### config.mk
export PLATFORM = sky130hd
export DESIGN_NAME = reg_bank_arbiter
export DESIGN_NICKNAME = d
export VERILOG_FILES = /design/src/rtl/reg_bank_arb_pkg.sv /design/src/rtl/rr_arb2.sv /design/src/rtl/reg_bank_arbiter.sv
export SDC_FILE = /design/constraint.sdc
export NUM_CORES = 1
export LEC_CHECK = 0
export CORE_MARGIN = 8
export CORE_UTILIZATION = 45
export CTS_CLUSTER_SIZE = 24
export DETAILED_ROUTE_END_ITERATION = 10
export HOLD_SLACK_MARGIN = 0.1
export PLACE_DENSITY = 0.79
export SYNTH_ARGS = -nofsm -noshare
export SYNTH_HDL_FRONTEND = slang
export SYNTH_SLANG_ARGS = --single-unit
### constraint.sdc
create_clock -name clk -period 3.9 [get_ports clk]
set_input_delay 0.39 -clock clk [delete_from_list [all_inputs] [get_ports clk]]
set_output_delay 0.39 -clock clk [all_outputs]
set_load 0.01 [all_outputs]
### src/rtl/reg_bank_arb_pkg.sv
// Shared types and helpers for the configuration register bank arbiter.
//   state_t     : access FSM states (IDLE -> ACCESS -> RESP)
//   owner_t     : which requester owns the current access
//   calc_addr_w : request address width covering config + status ranges
package reg_bank_arb_pkg;

   typedef enum logic [1:0] {
      IDLE   = 2'd0,
      ACCESS = 2'd1,
      RESP   = 2'd2
   } state_t;

   typedef enum logic {
      OWN_A = 1'b0,
      OWN_B = 1'b1
   } owner_t;

   function automatic int calc_addr_w(input int num_cfg, input int num_status);
      return $clog2(num_cfg + num_status);
   endfunction

endpackage

### src/rtl/rr_arb2.sv
// Two-input round-robin picker with an optional sticky lock for requester B.
// Ports:
//   clk, rstb   : clock, asynchronous active-low reset
//   ena         : clock enable, state holds when low
//   req_a_i     : requester A pending
//   req_b_i     : requester B pending
//   lock_b_i    : B asks to keep ownership after this win (tie low if unused)
//   take_i      : the owner FSM is ready to accept a winner this cycle
//   valid_o     : a winner exists this cycle
//   winner_o    : the winning requester
module rr_arb2
   import reg_bank_arb_pkg::*;
(
   input  logic   clk,
   input  logic   rstb,
   input  logic   ena,
   input  logic   req_a_i,
   input  logic   req_b_i,
   input  logic   lock_b_i,
   input  logic   take_i,
   output logic   valid_o,
   output owner_t winner_o
);

   owner_t last_q, last_d;
   logic   lock_q, lock_d;

   // While locked only B can win; A stays pending.
   always_comb begin
      valid_o  = 1'b0;
      winner_o = OWN_A;
      if (lock_q) begin
         valid_o  = req_b_i;
         winner_o = OWN_B;
      end else if (req_a_i && req_b_i) begin
         valid_o  = 1'b1;
         winner_o = (last_q == OWN_B) ? OWN_A : OWN_B;
      end else if (req_a_i) begin
         valid_o  = 1'b1;
         winner_o = OWN_A;
      end else if (req_b_i) begin
         valid_o  = 1'b1;
         winner_o = OWN_B;
      end
   end

   // The lock is re-evaluated on every B win, so a B access with lock low releases it.
   always_comb begin
      last_d = last_q;
      lock_d = lock_q;
      if (take_i && valid_o) begin
         last_d = winner_o;
         lock_d = (winner_o == OWN_B) && lock_b_i;
      end
   end

   always_ff @(posedge clk or negedge rstb) begin
      if (!rstb) begin
         last_q <= OWN_B;
         lock_q <= 1'b0;
      end else if (ena) begin
         last_q <= last_d;
         lock_q <= lock_d;
      end
   end

endmodule

### src/rtl/reg_bank_arbiter.sv
// Configuration register bank shared between the SPI slave (port A) and an
// on-chip sequencer/self-test engine (port B). One access at a time, round-robin,
// fixed timing: request seen in IDLE -> gnt next cycle (ACCESS) -> rvalid the
// cycle after (RESP).
// Addresses [0, NUM_CFG) hit the config registers (read/write); addresses
// [NUM_CFG, NUM_CFG+NUM_STATUS) read the status vector, writes there are
// dropped and flagged with err.
// Ports:
//   clk, rstb            : clock, asynchronous active-low reset
//   ena                  : clock enable, everything freezes when low
//   a_* / b_*            : requester ports (req/we/addr/wdata in,
//                          gnt/rvalid/rdata/err out)
//   b_lock               : only with REG_BANK_ARB_LOCK_EN; B keeps ownership
//                          while it wins with b_lock high
//   status_regs          : flat status input, reg i at [i*REG_WIDTH +: REG_WIDTH]
//   config_regs          : flat config output, same packing
// Optional feature macro: REG_BANK_ARB_LOCK_EN.
module reg_bank_arbiter
   import reg_bank_arb_pkg::*;
#(
   parameter  int NUM_CFG    = 16,
   parameter  int NUM_STATUS = 16,
   parameter  int REG_WIDTH  = 8,
   localparam int ADDR_W     = calc_addr_w(NUM_CFG, NUM_STATUS)
) (
   input  logic                            clk,
   input  logic                            rstb,
   input  logic                            ena,
   input  logic                            a_req,
   input  logic                            a_we,
   input  logic [ADDR_W-1:0]               a_addr,
   input  logic [REG_WIDTH-1:0]            a_wdata,
   output logic                            a_gnt,
   output logic                            a_rvalid,
   output logic [REG_WIDTH-1:0]            a_rdata,
   output logic                            a_err,
   input  logic                            b_req,
`ifdef REG_BANK_ARB_LOCK_EN
   input  logic                            b_lock,
`endif
   input  logic                            b_we,
   input  logic [ADDR_W-1:0]               b_addr,
   input  logic [REG_WIDTH-1:0]            b_wdata,
   output logic                            b_gnt,
   output logic                            b_rvalid,
   output logic [REG_WIDTH-1:0]            b_rdata,
   output logic                            b_err,
   input  logic [NUM_STATUS*REG_WIDTH-1:0] status_regs,
   output logic [NUM_CFG*REG_WIDTH-1:0]    config_regs
);

   localparam int CIDX_W = $clog2(NUM_CFG);

   state_t                state_q, state_d;
   owner_t                owner_q, owner_d;
   logic                  we_q, we_d;
   logic [ADDR_W-1:0]     addr_q, addr_d;
   logic [REG_WIDTH-1:0]  wdata_q, wdata_d;

   logic [NUM_CFG-1:0][REG_WIDTH-1:0] cfg_q;
   logic [REG_WIDTH-1:0]  a_rdata_q, b_rdata_q;
   logic                  a_err_q, b_err_q;

   logic                  arb_valid;
   owner_t                arb_winner;
   logic                  lock_in;
   logic                  in_cfg;
   logic [CIDX_W-1:0]     idx;
   logic [REG_WIDTH-1:0]  acc_data;

`ifdef REG_BANK_ARB_LOCK_EN
   assign lock_in = b_lock;
`else
   assign lock_in = 1'b0;
`endif

   rr_arb2 u_arb (
      .clk      (clk),
      .rstb     (rstb),
      .ena      (ena),
      .req_a_i  (a_req),
      .req_b_i  (b_req),
      .lock_b_i (lock_in),
      .take_i   (state_q == IDLE),
      .valid_o  (arb_valid),
      .winner_o (arb_winner)
   );

   // Config and status banks are the same power-of-2 size, so the low bits
   // index either bank directly (status index = addr - NUM_CFG).
   assign in_cfg = (addr_q < ADDR_W'(NUM_CFG));
   assign idx    = addr_q[CIDX_W-1:0];

   // Writes echo the written value back, even when dropped as an error.
   always_comb begin
      acc_data = wdata_q;
      if (!we_q) begin
         acc_data = in_cfg ? cfg_q[idx] : status_regs[int'(idx)*REG_WIDTH +: REG_WIDTH];
      end
   end

   always_comb begin
      state_d = state_q;
      owner_d = owner_q;
      we_d    = we_q;
      addr_d  = addr_q;
      wdata_d = wdata_q;
      case (state_q)
         IDLE: begin
            if (arb_valid) begin
               owner_d = arb_winner;
               state_d = ACCESS;
               if (arb_winner == OWN_B) begin
                  we_d    = b_we;
                  addr_d  = b_addr;
                  wdata_d = b_wdata;
               end else begin
                  we_d    = a_we;
                  addr_d  = a_addr;
                  wdata_d = a_wdata;
               end
            end
         end
         ACCESS:  state_d = RESP;
         RESP:    state_d = IDLE;
         default: state_d = IDLE;
      endcase
   end

   always_ff @(posedge clk or negedge rstb) begin
      if (!rstb) begin
         state_q <= IDLE;
         owner_q <= OWN_A;
         we_q    <= 1'b0;
         addr_q  <= '0;
         wdata_q <= '0;
      end else if (ena) begin
         state_q <= state_d;
         owner_q <= owner_d;
         we_q    <= we_d;
         addr_q  <= addr_d;
         wdata_q <= wdata_d;
      end
   end

   // Bank update and response capture both happen at the end of ACCESS, so a
   // reset during ACCESS leaves no trace of the access.
   always_ff @(posedge clk or negedge rstb) begin
      if (!rstb) begin
         cfg_q <= '0;
      end else if (ena && state_q == ACCESS && we_q && in_cfg) begin
         cfg_q[idx] <= wdata_q;
      end
   end

   always_ff @(posedge clk or negedge rstb) begin
      if (!rstb) begin
         a_rdata_q <= '0;
         b_rdata_q <= '0;
         a_err_q   <= 1'b0;
         b_err_q   <= 1'b0;
      end else if (ena && state_q == ACCESS) begin
         if (owner_q == OWN_A) begin
            a_rdata_q <= acc_data;
            a_err_q   <= we_q && !in_cfg;
         end else begin
            b_rdata_q <= acc_data;
            b_err_q   <= we_q && !in_cfg;
         end
      end
   end

   // Strobes decode straight from registered state, so they stretch while ena is low.
   assign a_gnt       = (state_q == ACCESS) && (owner_q == OWN_A);
   assign b_gnt       = (state_q == ACCESS) && (owner_q == OWN_B);
   assign a_rvalid    = (state_q == RESP)   && (owner_q == OWN_A);
   assign b_rvalid    = (state_q == RESP)   && (owner_q == OWN_B);
   assign a_rdata     = a_rdata_q;
   assign b_rdata     = b_rdata_q;
   assign a_err       = a_err_q;
   assign b_err       = b_err_q;
   assign config_regs = cfg_q;

endmodule

; After elaboration in Yosys (flattened, before gate mapping)
; Cells that the tools add are included.
[op_classes]
bitwise = 1
muxes = 18
magnitude_cmp = 3
reduce_logical = 18
shifts = 1
eq_ne = 3
[ops]
columns = cell, n
row1 = $bwmux 128, 1
row2 = $shiftx 128x8->8, 1
row3 = $mux 8, 5
row4 = $bmux 8 s4, 1
row5 = $demux 8 s4, 1
row6 = $logic_and 1x1->1, 11
row7 = $reduce_and 2->1, 4
row8 = $mux 1, 7
row9 = $lt 4x5->1 const B, 1
row10 = $lt 5x5->1 const B, 1
row11 = $mux 5, 1
row12 = $ge 4x1->1 const B, 1
row13 = $pmux 2 s2, 1
row14 = $reduce_and 3->1, 1
row15 = $eq 2x1->1 const B, 1
row16 = $eq 2x2->1 const B, 1
row17 = $logic_not 2->1, 1
row18 = $mux 2, 1
row19 = $ne 2x2->1 const B, 1
row20 = $logic_not 1->1, 1
row21 = $not 1->1, 1
[totals]
regBits = 164
in_bits = 161
output_inout_bits = 150
word_cells = 70

; Longest topological paths before layout
; Gate-level depths: netlist (run 1).
[logic_depth]
depth_word = 5
mapped_depth = 8

; Cells and area by module
; A second synthesis (run 1) with hierarchy kept.
[unflattened]
cells_unflattened = 634
area_unflattened_um2 = 8629.5
[modules_own_cells]
columns = mod, instances, cells_per_inst, area_each_um2, seq_area_each_um2
row1 = reg_bank_arbiter, 1, 622, 8501.9, 4078.9
row2 = rr_arb2, 1, 12, 127.6, 51.3

; Least setup slack after synthesis (run 1)
; OpenSTA, ideal clock, no wires.
[synth_timing]
path_kind = reg-to-reg
start = register addr_q[0]
end = register b_rdata_q[7] (netlist: b_rdata[7])
t_required_ns = 3.760
t_arrival_ns = 1.670
path_buffers = 1
synth_period_minus_slack_ns = 1.810
setup_time_ns = 0.140
stages_incl_launch_ff = 7
slack_ns = 2.090
cell_sequence = dfrtp_1 > buf_2 > mux4_2 > nand2_1 > o2111ai_1 > o22ai_2 > o221ai_1
[synth_via]
elab_chain_cells = 4
[synth_lines]
columns = item, line_no
row1 = start: declaration, reg_bank_arbiter.sv:57  ; logic [ADDR_W-1:0] addr_q, addr_d;
row2 = start signal: assignment, reg_bank_arbiter.sv:141  ; addr_q <= addr_d;
row3 = branches (longest 2 deep; another with $shiftx 128x8->8), --
row4 = $mux 8 *, reg_bank_arbiter.sv:98  ; acc_data = in_cfg ? cfg_q[idx] : status_regs[int'(idx)*REG_WIDTH +: REG_WIDTH];
row5 = $mux 8 *, reg_bank_arbiter.sv:97  ; if (!we_q) begin
row6 = end signal: assignment, reg_bank_arbiter.sv:167  ; b_rdata_q <= acc_data;
row7 = end: declaration, reg_bank_arbiter.sv:61  ; logic [REG_WIDTH-1:0] a_rdata_q, b_rdata_q;
; Mark *: on every way between the ends. The select of a mux whose other input is x is not followed.
; A chain may end at the register's enable or synchronous reset.

; Worst setup path in the final report (run 1)
[layout_timing]
start = register addr_q[3]
end = register cfg_q (netlist bit config_regs[55])
[layout_via]
elab_chain_cells = 5
[layout_lines]
columns = item, line_no
row1 = $lt 4x5->1 (not written as such) or $ge 4x1->1 (tied branches), reg_bank_arbiter.sv:152  ; cfg_q[idx] <= wdata_q;
row2 = $logic_and 1x1->1 (not written as such), reg_bank_arbiter.sv:152
row3 = $mux 8 (not written as such), reg_bank_arbiter.sv:152
row4 = $demux 8 s4, reg_bank_arbiter.sv:152
row5 = $bwmux 128, reg_bank_arbiter.sv:152
row6 = end signal: indexed assignment, reg_bank_arbiter.sv:152
row7 = end: declaration, reg_bank_arbiter.sv:60  ; logic [NUM_CFG-1:0][REG_WIDTH-1:0] cfg_q;
; Parallel ways exist; a longest one is shown, timed or not.

==> results of run 1 <==
==> how the worst min path moves through the flow <==
stage | start | end | slack, ps | cells past startpoint
2_1_floorplan | rstb | a_err | 90 | 0
4_1_cts | rstb | config_regs[105] | 100 | 1
3_3_place_gp | b_rdata[0] | b_rdata[0] | 480 | 2
5_1_grt | rstb | config_regs[121] | 130 | 1
3_5_place_dp | b_err | b_err | 490 | 2
6_report | rstb | config_regs[105] | 40 | 1
==> power breakdown <==
group / total, W / switching [W] / internal (W)
combinational: 0.00307 / 0.00129 / 0.00178
clock: 0.00183 / 0.000693 / 0.00113
sequential: 0.00315 / 0.00102 / 0.00213
==> layout make-up <==
cell class                 count  area [um2]  share of cell area (%)
timing repair buffer         314        3159                   25.06
inverter                       4       15.01                  0.1191
antenna                        2       5.005                 0.03970
clock buffer                  18       429.2                   3.404
clock inverter                13       207.7                   1.648
multi-input combinational    441        4344                   34.46
sequential                   164        4114                   32.64
tap                          265       331.6                   2.630
==> placed cells by master, fill, tap and decap left out, types with 6 or more instances in the layout <==
cell,synthesis,layout
clkdlybuf4s50_1,0,309
dfrtp_1,163,160
mux2_2,138,138
nand2_1,58,58
mux2i_1,54,54
mux4_2,40,40
o21ai_0,28,28
nor2_1,18,18
clkbuf_16,0,17
a22o_1,16,16
nand2_2,10,10
o2111ai_1,8,8
o22ai_1,8,8
or4_1,8,8
o22ai_2,8,8
o221ai_1,8,8
o21ai_1,6,6
==> critical path: stages (launching register included) <==
cell and delay [ps]:
dfrtp_2 750, nor2b_2 980, nor2b_1 340, nand2_2 210
mux2_2 340
==> metal layers <==
layer  vias to the layer above  track usage [%]  share of wire, %
met5                         -                0                 0
met4                         0            10.67               2.9
met3                        70            6.602               7.6
met2                       340            46.97                51
met1                      3551            30.56                38
li1                       3049                -                 -
==> per-stage QoR <==
stage                     worst slack, ps  hold WS, ps
after floorplan                      2090        94.41
after global placement               1268        477.7
after detailed placement             1136        491.1
after CTS                            1097        100.4
after global routing                 1031        130.7
final                                1138        44.09
==> registers in the layout, summed over array words and instances, names as in the netlist <==
signal / flops
a_err: 1
a_rdata: 8
addr_q: 5
b_err: 1
b_rdata: 8
config_regs: 128
owner_q: 1
state_q: 2
u_arb.last_q: 1
wdata_q: 8
we_q: 1
==> kinds of logic (layout without fill, tap and decap cells) <==
logic type / count (synthesis) / count (layout) / synth area share (%)
and+or+nand+nor: 125 / 125 / 8.307
other: 0 / 2 / 0
muxes: 232 / 232 / 34.23
DFF: 164 / 164 / 46.91
buffers and inverters: 55 / 349 / 3.517
AOI/OAI and AO/OA: 84 / 84 / 7.035
==> impl_metrics.json, run 1 <==
{
  "antenna_found_initial": 2,
  "gp_congestion": 0.8789,
  "fin_setup_tns_ps": 0,
  "cp_data_arrival_time_ps": 3080,
  "fp.dieH_um": 155.5,
  "netlist_instances": 660,
  "setup_viol": 0,
  "die_x_um": 155.5,
  "ys_seq_elements": 164,
  "grt.overflow.total": 0,
  "post-route-util_pct": 65.41,
  "viasPerCell": 5.741,
  "grt_usage_pct": 26.67,
  "finalHoldViolCount": 0,
  "total_power_w": 0.008042,
  "ys_types": 46,
  "vdd_drop_max_uv": 362.8,
  "drc_errors": 0,
  "max_freq_mhz": 362.1,
  "required_ps": 4210,
  "first_pass_iters": 6,
  "synth.top_cells.by_count": "dfrtp_1 (163), mux2_2 (138), nand2_1 (58), mux2i_1 (54), mux4_2 (40)",
  "synth_area_leaders": "dfrtp_1 (47%), mux2_2 (18%), mux4_2 (10%)",
  "clock-sinks": 164,
  "drive_above_1_share_pct": 26.73,
  "cts_inserted_buffers": 17,
  "vias": 7010,
  "ys_seq_area_share_pct": 46.91,
  "ios": 311,
  "tritoncts": "done",
  "grt_max_degree": 105,
  "min_period_ps": 2762,
  "num_rows": 51,
  "async_flop_share_pct": 100.0,
  "wl_per_cell_um": 26.35,
  "slew_violations": 0,
  "regToRegSetupSlack_ps": 1140,
  "leakage_nw": 5.440,
  "r2r_cells": 4,
  "fin_cells": 1221,
  "postCtsSetupRepairBufs": 0,
  "detail-route-antenna-nets": 0,
  "io_buffer_count": 310,
  "skew_ps": 8.534,
  "cp-end-kind": "flip-flop",
  "fillers": 1482,
  "rsz0062_at_grt": "false",
  "synth_nets": 821,
  "finalWirelength_um": 32170,
  "hp-class": "in -> async",
  "grt_pass1_wl_um": 48020,
  "crit_path_end": "config_regs[55]",
  "crit_start": "addr_q[3]",
  "stdcell_area_um2": 12610,
  "path_clk_slew_ps": 60,
  "yosys_warnings": 0,
  "syn_avg_cell_area_um2": 13.26,
  "critPathMaxFanout": 35,
  "relSlewSlack_pct": 29.43,
  "cts-htree-levels": 4,
  "critPathKind": "reg -> reg",
  "synth_edf_count": 0,
  "reg2reg_to": "config_regs[55]",
  "pwr_density_cell_nw_per_um2": 637.9,
  "fp.coreArea_um2": 19270,
  "area_delta_synth_final_pct": 44.05,
  "max_cap_viol_count": 0,
  "syn-cell-area_um2": 8751,
  "cts_root_buf": "clkbuf_16",
  "fin_nets": 1103,
  "yosys_most_used_dff": "dfrtp_1",
  "yosysMostFrequentCell": "dfrtp_1",
  "tightest_slew_ps": 1054,
  "cts_resized": 0,
  "final.period_utilization_pct": 70.82,
  "post-synth-top-area-fraction_pct": 46.61,
  "die-area_um2": 24160,
  "clockBufferDepth": 2,
  "initial_core_util_pct": 45.41,
  "crit_path_start_kind": "flip-flop",
  "outcome": "finished, final reports clean",
  "r2r_start": "addr_q[3]",
  "initialDrtViolationCount": 465,
  "place_hpwl_um": 23980,
  "worstSkewPairLatency_ps": 440,
  "synth_area_leader_cell": "dfrtp_1",
  "placed_cells": 1188,
  "ctsHoldBuffers": 0,
  "grt_pass1_vias": 7562,
  "dpl_cell_area_um2": 11960
}
(Power assumes the default switching activity.)
==> inputs of run 2 (changes only) <==
--- a/config.mk
+++ b/config.mk
@@ -6,11 +6,11 @@
 export NUM_CORES = 1
 export LEC_CHECK = 0
 export CORE_MARGIN = 8
-export CORE_UTILIZATION = 45
+export CORE_UTILIZATION = 41
 export CTS_CLUSTER_SIZE = 24
 export DETAILED_ROUTE_END_ITERATION = 10
 export HOLD_SLACK_MARGIN = 0.1
-export PLACE_DENSITY = 0.79
+export PLACE_DENSITY = 0.76
 export SYNTH_ARGS = -nofsm -noshare
 export SYNTH_HDL_FRONTEND = slang
 export SYNTH_SLANG_ARGS = --single-unit
==> constraint.sdc (replaced) <==
create_clock -name clk -period 2.3 [get_ports clk]
set_input_delay 0.23 -clock clk [delete_from_list [all_inputs] [get_ports clk]]
set_output_delay 0.23 -clock clk [all_outputs]
set_load 0.01 [all_outputs]
==> run 2 against run 1 <==
Against the previous run: critical path depth up 1; die area up 8.7%; highest routed layer unchanged; largest power group is now combinational cells; utilization down 3.9 points.
==> impl_metrics.json, run 2 (synthesis gave the netlist of run 1 again) <==
{
  "crit_path_start_kind": "flip-flop",
  "grt_pass1_wl_um": 48210,
  "io_buffer_count": 310,
  "stdcell_area_um2": 12890,
  "relSlewSlack_pct": 44.44,
  "hp-class": "in -> async",
  "drive_above_1_share_pct": 28.47,
  "whs_ps": 362.6,
  "critPathMaxFanout": 19,
  "reg2reg_to": "b_rdata[4]",
  "finalWirelength_um": 32390,
  "vias": 6983,
  "cts-htree-levels": 4,
  "skew_ps": 9.428,
  "p_sw_share_pct": 37.13,
  "combPwrFrac_pct": 43.3,
  "min_period_ps": 2163,
  "cts_inserted_buffers": 17,
  "initial_core_util_pct": 41.76,
  "dpl_worst_slack_ps": 62.58,
  "fp.dieH_um": 162.1,
  "tightest_slew_ps": 833.4,
  "pwr_density_cell_nw_per_um2": 1078,
  "viasPerCell": 5.551,
  "p_clk_share_pct": 21.6,
  "largest_reg_flops": 128,
  "cts_root_buf": "clkbuf_16",
  "r2r_start": "addr_q[3]",
  "postCtsSetupRepairBufs": 0,
  "detail-route-antenna-nets": 0,
  "grt.overflow.total": 0,
  "fin_setup_tns_ps": 0,
  "p_sw_w": 0.005162,
  "vdd_drop_max_uv": 535.4,
  "tritoncts": "done",
  "register_area_um2": 4114,
  "regToRegSetupSlack_ps": 140,
  "critPathKind": "reg -> reg",
  "grt_pass1_vias": 7617,
  "gp_congestion": 0.8826,
  "intPower_w": 0.008742,
  "finalHoldViolCount": 0,
  "setup_viol": 0,
  "r2r_cells": 5,
  "clock-sinks": 164,
  "final_cell_mix": "clkdlybuf4s50_1 (309), dfrtp_1 (160), mux2_2 (138)",
  "cp_data_arrival_time_ps": 2460,
  "clockBufferDepth": 2,
  "ios": 311,
  "cp-end-kind": "flip-flop",
  "initialDrtViolationCount": 439,
  "final_common_cell": "clkdlybuf4s50_1",
  "fin_cells": 1258,
  "required_ps": 2590,
  "dpl_cell_area_um2": 12260,
  "grt_usage_pct": 24.53,
  "place_hpwl_um": 24750,
  "die_x_um": 162.1,
  "antenna_found_initial": 3,
  "first_pass_iters": 5,
  "worstSkewPairLatency_ps": 430,
  "final.period_utilization_pct": 94.06,
  "worst_slack_ps": 136.6,
  "slew_violations": 0,
  "max_cap_viol_count": 0,
  "grt_max_degree": 62,
  "outcome": "finished, final reports clean",
  "leakage_nw": 5.575,
  "multi_input_area_um2": 4349,
  "area_delta_synth_final_pct": 47.36,
  "wl_per_cell_um": 25.75,
  "power_frac_seq_pct": 35.1,
  "rsz0062_at_grt": "false",
  "fp.coreArea_um2": 20960,
  "path_clk_slew_ps": 70,
  "placed_cells": 1222,
  "fin_nets": 1128,
  "drc_errors": 0,
  "die-area_um2": 26270,
  "num_rows": 53,
  "fillers": 1730,
  "max_freq_mhz": 462.2
}
run 2: changes by cell type in the layout (fill, tap and decap cells not counted), sizes merged, moves of 2 or more:
cell,delta
buf,+24
clkinv,-3
clkbuf,+2
clkinvlp,+2
run 2: worst max-delay path, stage by stage (launching register included):
cell and delay (ps):
dfrtp_2 730, mux2i_1 290, o22ai_1 140, or4_1 560, o22ai_2 170, o221ai_1 120
run 2: timing repair:
| action | CTS | global route |
|---|---|---|
| hold endpoints to repair | 58 | 0 |
| hold buffers | 1 | 0 |
| gates resized for setup | 0 | 1 |
| endpoints found under the setup margin | 0 | 2 |
run 2: power by group through the flow:
stage / registers, W / clock network, W / logic [W]
finish: 0.00489 / 0.00300 / 0.00602
global route: 0.00499 / 0.00315 / 0.00644
global placement: 0.00490 / 0 / 0.00601
floorplan: 0.00434 / 0 / 0.00356
detailed placement: 0.00492 / 0 / 0.00607
CTS: 0.00488 / 0.00304 / 0.00610
run 2: worst max-delay path by stage:
stage               cells after the start          to      start
floorplan                               6  b_rdata[7]  addr_q[0]
global placement                        6  b_rdata[3]  addr_q[3]
detailed placement                      6  b_rdata[3]  addr_q[3]
CTS                                     6  b_rdata[3]  addr_q[3]
global route                            5  b_rdata[1]  addr_q[3]
finish                                  5  b_rdata[4]  addr_q[3]
run 2: per-stage QoR:
stage | utilization, % | power [W]
after floorplan | - | 0.007902
after global placement | 58.49 | 0.01091
after CTS | 61.48 | 0.01401
after global routing | 61.54 | 0.01458
after detailed placement | 58.49 | 0.01098
final | 61.54 | 0.01390
run 2: area by class of cell:
cell class              instances  share of cell area (%)
well taps                     275                   2.668
clock buffers                  20                   3.386
clock inverters                12                   1.388
flip-flops and latches        164                   31.90
multi-input cells             441                   33.73
repair buffers                339                   26.75
diodes                          3                 0.05822
inverters                       4                  0.1164
run 2: layer usage:
metal / GRT usage (%) / wire length [um] / share of wire, %
met2: 41.23 / 16110 / 50
met1: 29.01 / 12810 / 40
met3: 7.289 / 2465 / 7.6
met4: 9.680 / 1010 / 3.1
met5: 0 / 0 / 0
